**src/rtl/conv2d_stream.sv**
```systemverilog
// Streaming 3x3 convolution: two line buffers feed a 3x3 window, followed by a
// registered multiply stage and a registered sum/ReLU stage (2-cycle latency).
module conv2d_stream #(
    parameter int unsigned IMG_WIDTH  = 5,
    parameter int unsigned IMG_HEIGHT = 5,
    parameter int unsigned DATA_W     = 8,
    parameter int unsigned COEF_W     = 8,
    parameter int unsigned ACC_W      = 32
) (
    input  logic                          clk,
    input  logic                          rst,
    input  logic [DATA_W-1:0]             pixel_in,
    input  logic                          pixel_valid,
    input  logic                          coef_wr_en,
    input  logic [3:0]                    coef_addr,
    input  logic signed [COEF_W-1:0]      coef_data,
    input  logic                          cfg_stride2,
    input  logic                          cfg_relu,
    output logic signed [ACC_W-1:0]       conv_out,
    output logic                          valid,
    output logic [$clog2(IMG_HEIGHT)-1:0] out_row,
    output logic [$clog2(IMG_WIDTH)-1:0]  out_col,
    output logic                          frame_done
);

    localparam int unsigned ROW_W       = $clog2(IMG_HEIGHT);
    localparam int unsigned COL_W       = $clog2(IMG_WIDTH);
    localparam int unsigned PROD_W      = DATA_W + COEF_W + 1;
    localparam int unsigned NTAPS       = 9;
    localparam int unsigned LAST_ROW_S1 = IMG_HEIGHT - 3;
    localparam int unsigned LAST_COL_S1 = IMG_WIDTH - 3;
    localparam int unsigned LAST_ROW_S2 = ((IMG_HEIGHT - 3) / 2) * 2;
    localparam int unsigned LAST_COL_S2 = ((IMG_WIDTH - 3) / 2) * 2;

    logic [ROW_W-1:0]  row_cnt;
    logic [COL_W-1:0]  col_cnt;
    logic              cfg_stride2_q;
    logic              cfg_relu_q;

    logic              frame_start_c;
    logic              col_last_c;
    logic              row_last_c;
    logic              aligned_c;
    logic              win_done_c;
    logic              win_last_c;
    logic [ROW_W-1:0]  win_row_c;
    logic [COL_W-1:0]  win_col_c;

    logic [DATA_W-1:0] line1 [IMG_WIDTH];
    logic [DATA_W-1:0] line2 [IMG_WIDTH];
    logic [DATA_W-1:0] win   [NTAPS];

    logic signed [COEF_W-1:0] weight [NTAPS];
    logic                     coef_pend;
    logic [3:0]               coef_pend_addr;
    logic signed [COEF_W-1:0] coef_pend_data;

    logic              s0_valid;
    logic              s0_last;
    logic              s0_relu;
    logic [ROW_W-1:0]  s0_row;
    logic [COL_W-1:0]  s0_col;

    logic signed [PROD_W-1:0] prod_c [NTAPS];
    logic signed [PROD_W-1:0] prod_q [NTAPS];
    logic              s1_valid;
    logic              s1_last;
    logic              s1_relu;
    logic [ROW_W-1:0]  s1_row;
    logic [COL_W-1:0]  s1_col;

    logic signed [ACC_W-1:0] sum_c;
    logic signed [ACC_W-1:0] result_c;

    // Raster position of the pixel currently presented and window gating
    always_comb begin
        frame_start_c = (row_cnt == '0) && (col_cnt == '0);
        col_last_c    = (col_cnt == COL_W'(IMG_WIDTH - 1));
        row_last_c    = (row_cnt == ROW_W'(IMG_HEIGHT - 1));
        win_row_c     = row_cnt - ROW_W'(2);
        win_col_c     = col_cnt - COL_W'(2);
        aligned_c     = !cfg_stride2_q || (!row_cnt[0] && !col_cnt[0]);
        win_done_c    = pixel_valid && (row_cnt >= ROW_W'(2)) &&
                        (col_cnt >= COL_W'(2)) && aligned_c;
        if (cfg_stride2_q) begin
            win_last_c = (win_row_c == ROW_W'(LAST_ROW_S2)) &&
                         (win_col_c == COL_W'(LAST_COL_S2));
        end else begin
            win_last_c = (win_row_c == ROW_W'(LAST_ROW_S1)) &&
                         (win_col_c == COL_W'(LAST_COL_S1));
        end
    end

    // Position counters; frame config is sampled with the first pixel
    always_ff @(posedge clk) begin
        if (!rst) begin
            row_cnt       <= '0;
            col_cnt       <= '0;
            cfg_stride2_q <= 1'b0;
            cfg_relu_q    <= 1'b0;
        end else if (pixel_valid) begin
            if (frame_start_c) begin
                cfg_stride2_q <= cfg_stride2;
                cfg_relu_q    <= cfg_relu;
            end
            if (col_last_c) begin
                col_cnt <= '0;
                row_cnt <= row_last_c ? '0 : row_cnt + ROW_W'(1);
            end else begin
                col_cnt <= col_cnt + COL_W'(1);
            end
        end
    end

    // Line buffers and window; contents are don't-care until gated in
    always_ff @(posedge clk) begin
        if (rst && pixel_valid) begin
            line1[0] <= pixel_in;
            line2[0] <= line1[IMG_WIDTH-1];
            for (int unsigned i = 1; i < IMG_WIDTH; i++) begin
                line1[i] <= line1[i-1];
                line2[i] <= line2[i-1];
            end
            win[0] <= win[1];
            win[1] <= win[2];
            win[2] <= line2[IMG_WIDTH-1];
            win[3] <= win[4];
            win[4] <= win[5];
            win[5] <= line1[IMG_WIDTH-1];
            win[6] <= win[7];
            win[7] <= win[8];
            win[8] <= pixel_in;
        end
    end

    // Writes land one edge late so a window completing on the write edge keeps old weights
    always_ff @(posedge clk) begin
        if (!rst) begin
            coef_pend      <= 1'b0;
            coef_pend_addr <= '0;
            coef_pend_data <= '0;
            for (int unsigned i = 0; i < NTAPS; i++) begin
                weight[i] <= '0;
            end
        end else begin
            coef_pend      <= coef_wr_en && (coef_addr < 4'd9);
            coef_pend_addr <= coef_addr;
            coef_pend_data <= coef_data;
            if (coef_pend) begin
                weight[coef_pend_addr] <= coef_pend_data;
            end
        end
    end

    // Stage 0 control: window just completed
    always_ff @(posedge clk) begin
        if (!rst) begin
            s0_valid <= 1'b0;
            s0_last  <= 1'b0;
            s0_relu  <= 1'b0;
            s0_row   <= '0;
            s0_col   <= '0;
        end else begin
            s0_valid <= win_done_c;
            if (win_done_c) begin
                s0_last <= win_last_c;
                s0_relu <= cfg_relu_q;
                s0_row  <= win_row_c;
                s0_col  <= win_col_c;
            end
        end
    end

    // Unsigned pixel times signed weight
    always_comb begin
        for (int unsigned i = 0; i < NTAPS; i++) begin
            prod_c[i] = PROD_W'($signed({1'b0, win[i]})) * PROD_W'(weight[i]);
        end
    end

    always_ff @(posedge clk) begin
        if (s0_valid) begin
            for (int unsigned i = 0; i < NTAPS; i++) begin
                prod_q[i] <= prod_c[i];
            end
        end
    end

    always_ff @(posedge clk) begin
        if (!rst) begin
            s1_valid <= 1'b0;
            s1_last  <= 1'b0;
            s1_relu  <= 1'b0;
            s1_row   <= '0;
            s1_col   <= '0;
        end else begin
            s1_valid <= s0_valid;
            if (s0_valid) begin
                s1_last <= s0_last;
                s1_relu <= s0_relu;
                s1_row  <= s0_row;
                s1_col  <= s0_col;
            end
        end
    end

    // Wrap-around sum of sign-extended products, then optional ReLU
    always_comb begin
        sum_c = '0;
        for (int unsigned i = 0; i < NTAPS; i++) begin
            sum_c = sum_c + ACC_W'(prod_q[i]);
        end
        result_c = (s1_relu && sum_c[ACC_W-1]) ? '0 : sum_c;
    end

    always_ff @(posedge clk) begin
        if (!rst) begin
            valid      <= 1'b0;
            frame_done <= 1'b0;
            conv_out   <= '0;
            out_row    <= '0;
            out_col    <= '0;
        end else begin
            valid      <= s1_valid;
            frame_done <= s1_valid && s1_last;
            if (s1_valid) begin
                conv_out <= result_c;
                out_row  <= s1_row;
                out_col  <= s1_col;
            end
        end
    end

endmodule

```
**config.mk**
```make
export PLATFORM = sky130hd
export DESIGN_NAME = conv2d_stream
export DESIGN_NICKNAME = d
export VERILOG_FILES = /design/src/rtl/conv2d_stream.sv
export SDC_FILE = /design/constraint.sdc
export NUM_CORES = 2
export LEC_CHECK = 0
export CORE_MARGIN = 3
export CORE_UTILIZATION = 50
export CTS_CLUSTER_DIAMETER = 40
export DETAILED_ROUTE_END_ITERATION = 16
export PLACE_DENSITY = 0.64
export SETUP_SLACK_MARGIN = 0.2
export SYNTH_ARGS = -nofsm -noshare
export SYNTH_HDL_FRONTEND = slang
export SYNTH_SLANG_ARGS = --single-unit
export TNS_END_PERCENT = 20
```
**constraint.sdc**
```tcl
create_clock -name clk -period 10.05 [get_ports clk]
set_input_delay 2.5125 -clock clk [delete_from_list [all_inputs] [get_ports clk]]
set_output_delay 2.5125 -clock clk [all_outputs]
set_load 0.005 [all_outputs]
```
Word level (Yosys, flattened, before mapping)
Memory sizes are Yosys's and may differ from the RTL's.
Cells that the tools add are included.
- memory bits (writable): 377
- output and inout bits: 40
- memories kept: 5
- latch bits: 0
- memory bits (read-only): 0
- bits in registers: 79
- input bits: 26
- reduce and logical (&&, ||, !) cells: 19
- $mul: 9
- divide/modulo/power cells: 0
- muxes and demuxes: 14
- equality and inequality tests: 4
- order comparisons: 3
- shift-type cells: 0
- add/subtract/negate cells: 12
- bitwise gates (word level): 0
- memories (name ; words ; width ; rd ports ; clocked after memory_dff ; wr ports ; line ; RTL):
    prod_q ; 9 ; 17 ; 9 ; 0 ; 9 ; 65 ; logic signed [PROD_W-1:0] prod_q [NTAPS];
    weight ; 9 ; 8 ; 9 ; 0 ; 9 ; 53 ; logic signed [COEF_W-1:0] weight [NTAPS];
    win ; 9 ; 8 ; 9 ; 0 ; 9 ; 51 ; logic [DATA_W-1:0] win [NTAPS];
    line1 ; 5 ; 8 ; 5 ; 0 ; 5 ; 49 ; logic [DATA_W-1:0] line1 [IMG_WIDTH];
    line2 ; 5 ; 8 ; 5 ; 0 ; 5 ; 50 ; logic [DATA_W-1:0] line2 [IMG_WIDTH];
- operators by type and width (kind ; number):
    $mul A9 B8 Y17 ; 9
    $mux W32 ; 1
    $add A24 B17 Y25 ; 1
    $add A23 B17 Y24 ; 1
    $add A22 B17 Y23 ; 1
    $add A21 B17 Y22 ; 1
    $add A20 B17 Y21 ; 1
    $add A19 B17 Y20 ; 1
    $add A18 B17 Y19 ; 1
    $add A17 B17 Y18 ; 1
    $logic_and A1 B1 Y1 ; 10
    $mux W1 ; 9
    $mux W8 ; 1
    $reduce_or A8 Y1 ; 1
    $add A3 B1 Y3 const B ; 2
    $eq A3 B2 Y1 const B ; 2
    $eq A3 B3 Y1 const B ; 2
    $ge A3 B2 Y1 const B ; 2
    $logic_not A3 Y1 ; 2
    $mux W3 ; 2
    $sub A3 B2 Y3 const B ; 2
    $lt A4 B4 Y1 const B ; 1
    $mux W4 ; 1
    $reduce_and A2 Y1 ; 2
    2 further kinds ; 4

Depth between registers and ports, before layout
- word-level depth: 10
- mapped depth: 19
- depth with buffers taken out: 19

Worst setup path after synthesis
OpenSTA, ideal clock, no wires.
- path type: input -> register
- start: in rst
- end: mem line1[0][0] (enable)
- data arrival time: 5.414 ns
- stages: 3
- path slack: 4.161 ns
- buffers on the path: 2
- path through: clkbuf_1 > clkbuf_1 > and2_1
- RTL lines (element ; line ; RTL):
    from (decl) ; 11 ; input logic rst,
    to (decl) ; 49 ;

==> flow_metrics.tcl <==
set metrics [dict create \
    post-cts-setup-buffers 0 \
    grt_most_used_layer "met2" \
    crit_arrival_ns 5.54 \
    iteration_count_of_the_initial_detailed_routing_pass 5 \
    clkLatencyLatePin_ns 0.60 \
    global_route.usage.total 0.231 \
    core.rowCount 98 \
    ys_seq_elements 401 \
    critical_path.max_stage_delay_ns 0.57 \
    fp.dieArea_mm2 0.0759 \
    initial_utilization 0.506 \
    detail_route.vias_per_cell 5.27 \
    place_congestion 0.862 \
    critical_path.cell_chain "fa_1, fa_1, fa_1, inv_1, fa_1, inv_1, ha_1, fa_1, a211oi_1, and4bb_2, o211ai_2, a32o_2, a31oi_4, and2_4, a22o_1" \
    tritoncts "done" \
    cts.clk_slew.worst_paths_ns 0.05 \
    worst_hold_check_path_type "flop to flop" \
    cts_made_buffers 70 \
    dp_slack_ns 4.58 \
    cell_with_the_most_instances_on_the_worst_path "sky130_fd_sc_hd__fa_1" \
    critical_path_peak_fanout 17 \
    final-max-slew-violation-count 0 \
    timing.final.crit_period_ns 5.06 \
    finalCritPeriodShare 0.503 \
    maxSlewHeadroom 0.264 \
    skew_ns 0.0224 \
    timing.setup.tns_ns 0 \
    power-per-cell-area_mw_per_mm2 129 \
    cts_htree_levels 3 \
    ir_drop_mv 0.111 \
    critical-path-slowest-cell "sky130_fd_sc_hd__fa_1" \
    timing.hold.ws_ns 0.411 \
    synthesis.yosys.warnings 0 \
    synth_cells 3337 \
    setup_repair_after_global_routing_missed_its_margin "no" \
    area_growth_pct 11.7 \
    cp-start-kind "flop" \
    total_of_endpoints_with_negative_setup_slack_in_the_final_report 0 \
    cp-end-kind "flop" \
    fin_ws_ns 4.99 \
    synth-main-ff-cell "sky130_fd_sc_hd__edfxtp_1" \
    tritoncts_num_sinks 401 \
    grt_max_degree 73 \
    port_buffers 65 \
    timing.critical_path.required_ns 10.54 \
    cts.root.buffer_cell "sky130_fd_sc_hd__clkbuf_16" \
    drive_gt1_frac 0.0387 \
    async_flop_share 0 \
    detail_route.drc_violations 0 \
    critical_path_class "flop to flop" \
    cts_max_path_buffers 3 \
    grt_pass1_vias 25200 \
    via_count 23500 \
    dieWidth_um 275 \
    total_leakage_power_nw 18.5 \
    run_status "finished, final reports clean" \
    syn_area_mm2 0.0363 \
    synth_edf_count 329 \
    tightest_slew_ns 1.09 \
    wirelength_um 83700 \
    groute.layer.met3.usage 0.0361 \
    top_level_ports 66 \
    total_congestion_overflow_after_global_routing 0 \
    postRouteAntennaNets 0 \
    met2_usage_grt 0.394 \
    initial_antenna_violation_count 4 \
    synth.distinct_cells 55 \
    core-area_mm2 0.0717 \
    nets 4354 \
    globalRouteMet1Util 0.307 \
    place.detailed.hpwl_um 66400 \
    register_area_share_after_synthesis 0.312 \
    postCtsResizedCells 0 \
    cts_hold_buf 0 \
    syn_nets 4234 \
    detail_route.iter0.violations 1344 \
    post_syn_area_per_cell_um2 10.9 \
    max_clock_freq_ghz 0.198 \
    drv.max_cap_violation_count 0 \
    number_of_hold_violations_in_the_final_report 0 \
    wire_per_inst_um 18.8 \
    die_span_in_y_um 275 \
    grt_pass1_wl_um 136000 \
]
## logic make-up (layout without fill, tap and decap cells)
| family | Yosys count | in the layout | share of synthesized area |
|---|---|---|---|
| compound gates | 265 | 265 | 0.0489 |
| xor+xnor | 113 | 113 | 0.0273 |
| buf+inv | 684 | 861 | 0.0719 |
| fa+ha+maj | 871 | 871 | 0.394 |
| mux | 20 | 20 | 0.00551 |
| simple gates | 983 | 983 | 0.140 |
| other cells | 0 | 1 | 0 |
| flops | 401 | 401 | 0.312 |
## synth_stat cells (all sizes together), types with 17 or more instances
| cell | count | area share |
|---|---|---|
| mux2i | 20 | 0.0055 |
| nand2 | 264 | 0.027 |
| nor3 | 39 | 0.0054 |
| nand2b | 60 | 0.010 |
| xnor2 | 102 | 0.025 |
| nor2 | 138 | 0.014 |
| edfxtp | 329 | 0.27 |
| fa | 455 | 0.25 |
| a22o | 17 | 0.0041 |
| ha | 416 | 0.14 |
| o21ai | 35 | 0.0048 |
| o21a | 26 | 0.0054 |
| dfxtp | 72 | 0.040 |
| o211ai | 29 | 0.0061 |
| a21oi | 81 | 0.011 |
| inv | 661 | 0.068 |
| and2 | 395 | 0.068 |
| nor2b | 40 | 0.0069 |
## final cells by class
class / count / area [um^2]
well taps: 950 / 1190
inverters: 662 / 2480
flip-flops and latches: 401 / 11300
clock inverters: 56 / 711
fillers: 6084 / 31200
clock buffers: 73 / 1780
diodes: 1 / 2.50
multi-input cells: 2252 / 22400
repair buffers: 70 / 688
## stage by stage
step / area, um^2 / util / std cells / total power, W
after floorplan: 36300 / - / 3337 / 0.00253
after global placement: 38100 / 0.531 / 4335 / 0.00277
after detailed placement: 38100 / 0.531 / 4335 / 0.00278
after CTS: 40600 / 0.565 / 4464 / 0.00529
after global routing: 40600 / 0.565 / 4464 / 0.00548
final: 40600 / 0.565 / 4465 / 0.00524
## critical path: cells and delay by family (launching register included)
family                   cells  cell delay [ns]
AO/OA/AOI/OAI                5             1.16
AND/OR/NAND/NOR              2             0.56
buffers and inverters        2             0.09
flip-flops                   1             0.39
adder cells (fa/ha/maj)      6             2.74
## path summary, 6_finish.rpt
path	from	end	slack, ns	depth (start not counted)
setup / recovery	prod_q[0][104]	conv_out[1]	4.99	15
hold / removal	line2[0][30]	line2[0][38]	0.41	0
setup reg to reg	prod_q[0][104]	conv_out[1]	4.99	15
hold reg to reg	line2[0][30]	line2[0][38]	0.41	0
## flip-flops by register name, summed over array words and instances (netlist names), 3 cells and up
| name | flops |
|---|---|
| row_cnt | 3 |
| s0_row | 3 |
| col_cnt | 3 |
| conv_out | 25 |
| out_col | 3 |
| s1_col | 3 |
| weight | 72 |
| line1 | 40 |
| out_row | 3 |
| win | 24 |
| coef_pend_data | 8 |
| s0_col | 3 |
| s1_row | 3 |
| coef_pend_addr | 4 |
| prod_q | 153 |
| line2 | 40 |
## metal layers
layer  up-vias  routed length, um
li1      10900                  -
met1     11900              35900
met2       582              41200
met3       148               4280
met4         0               2340
met5         -                  0
## layout by cell type, fill, tap and decap left out, drive strengths merged, types with 5 or more instances in the layout
master / count
inv: 678
fa: 455
ha: 416
and2: 395
edfxtp: 329
nand2: 264
nor2: 138
xnor2: 102
a21oi: 81
clkbuf: 73
dfxtp: 72
clkdlybuf4s50: 65
nand2b: 60
nor2b: 40
nor3: 39
o21ai: 35
o211ai: 29
o21a: 26
clkinv: 23
mux2i: 20
a22o: 17
nand3: 16
a31oi: 14
xor2: 11
and3: 11
o41ai: 10
a211oi: 10
bufinv: 10
o31a: 9
or3: 8
o21bai: 8
a21o: 8
clkinvlp: 7
a41oi: 5
buf: 5
## where the power goes
group / switching, W / internal (W) / leakage, nW
registers: 0.0000711 / 0.00186 / 3.72
logic: 0.000467 / 0.000358 / 13.6
clock network: 0.000898 / 0.00159 / 1.20
Note: power is estimated with default switching activity, not from simulation.
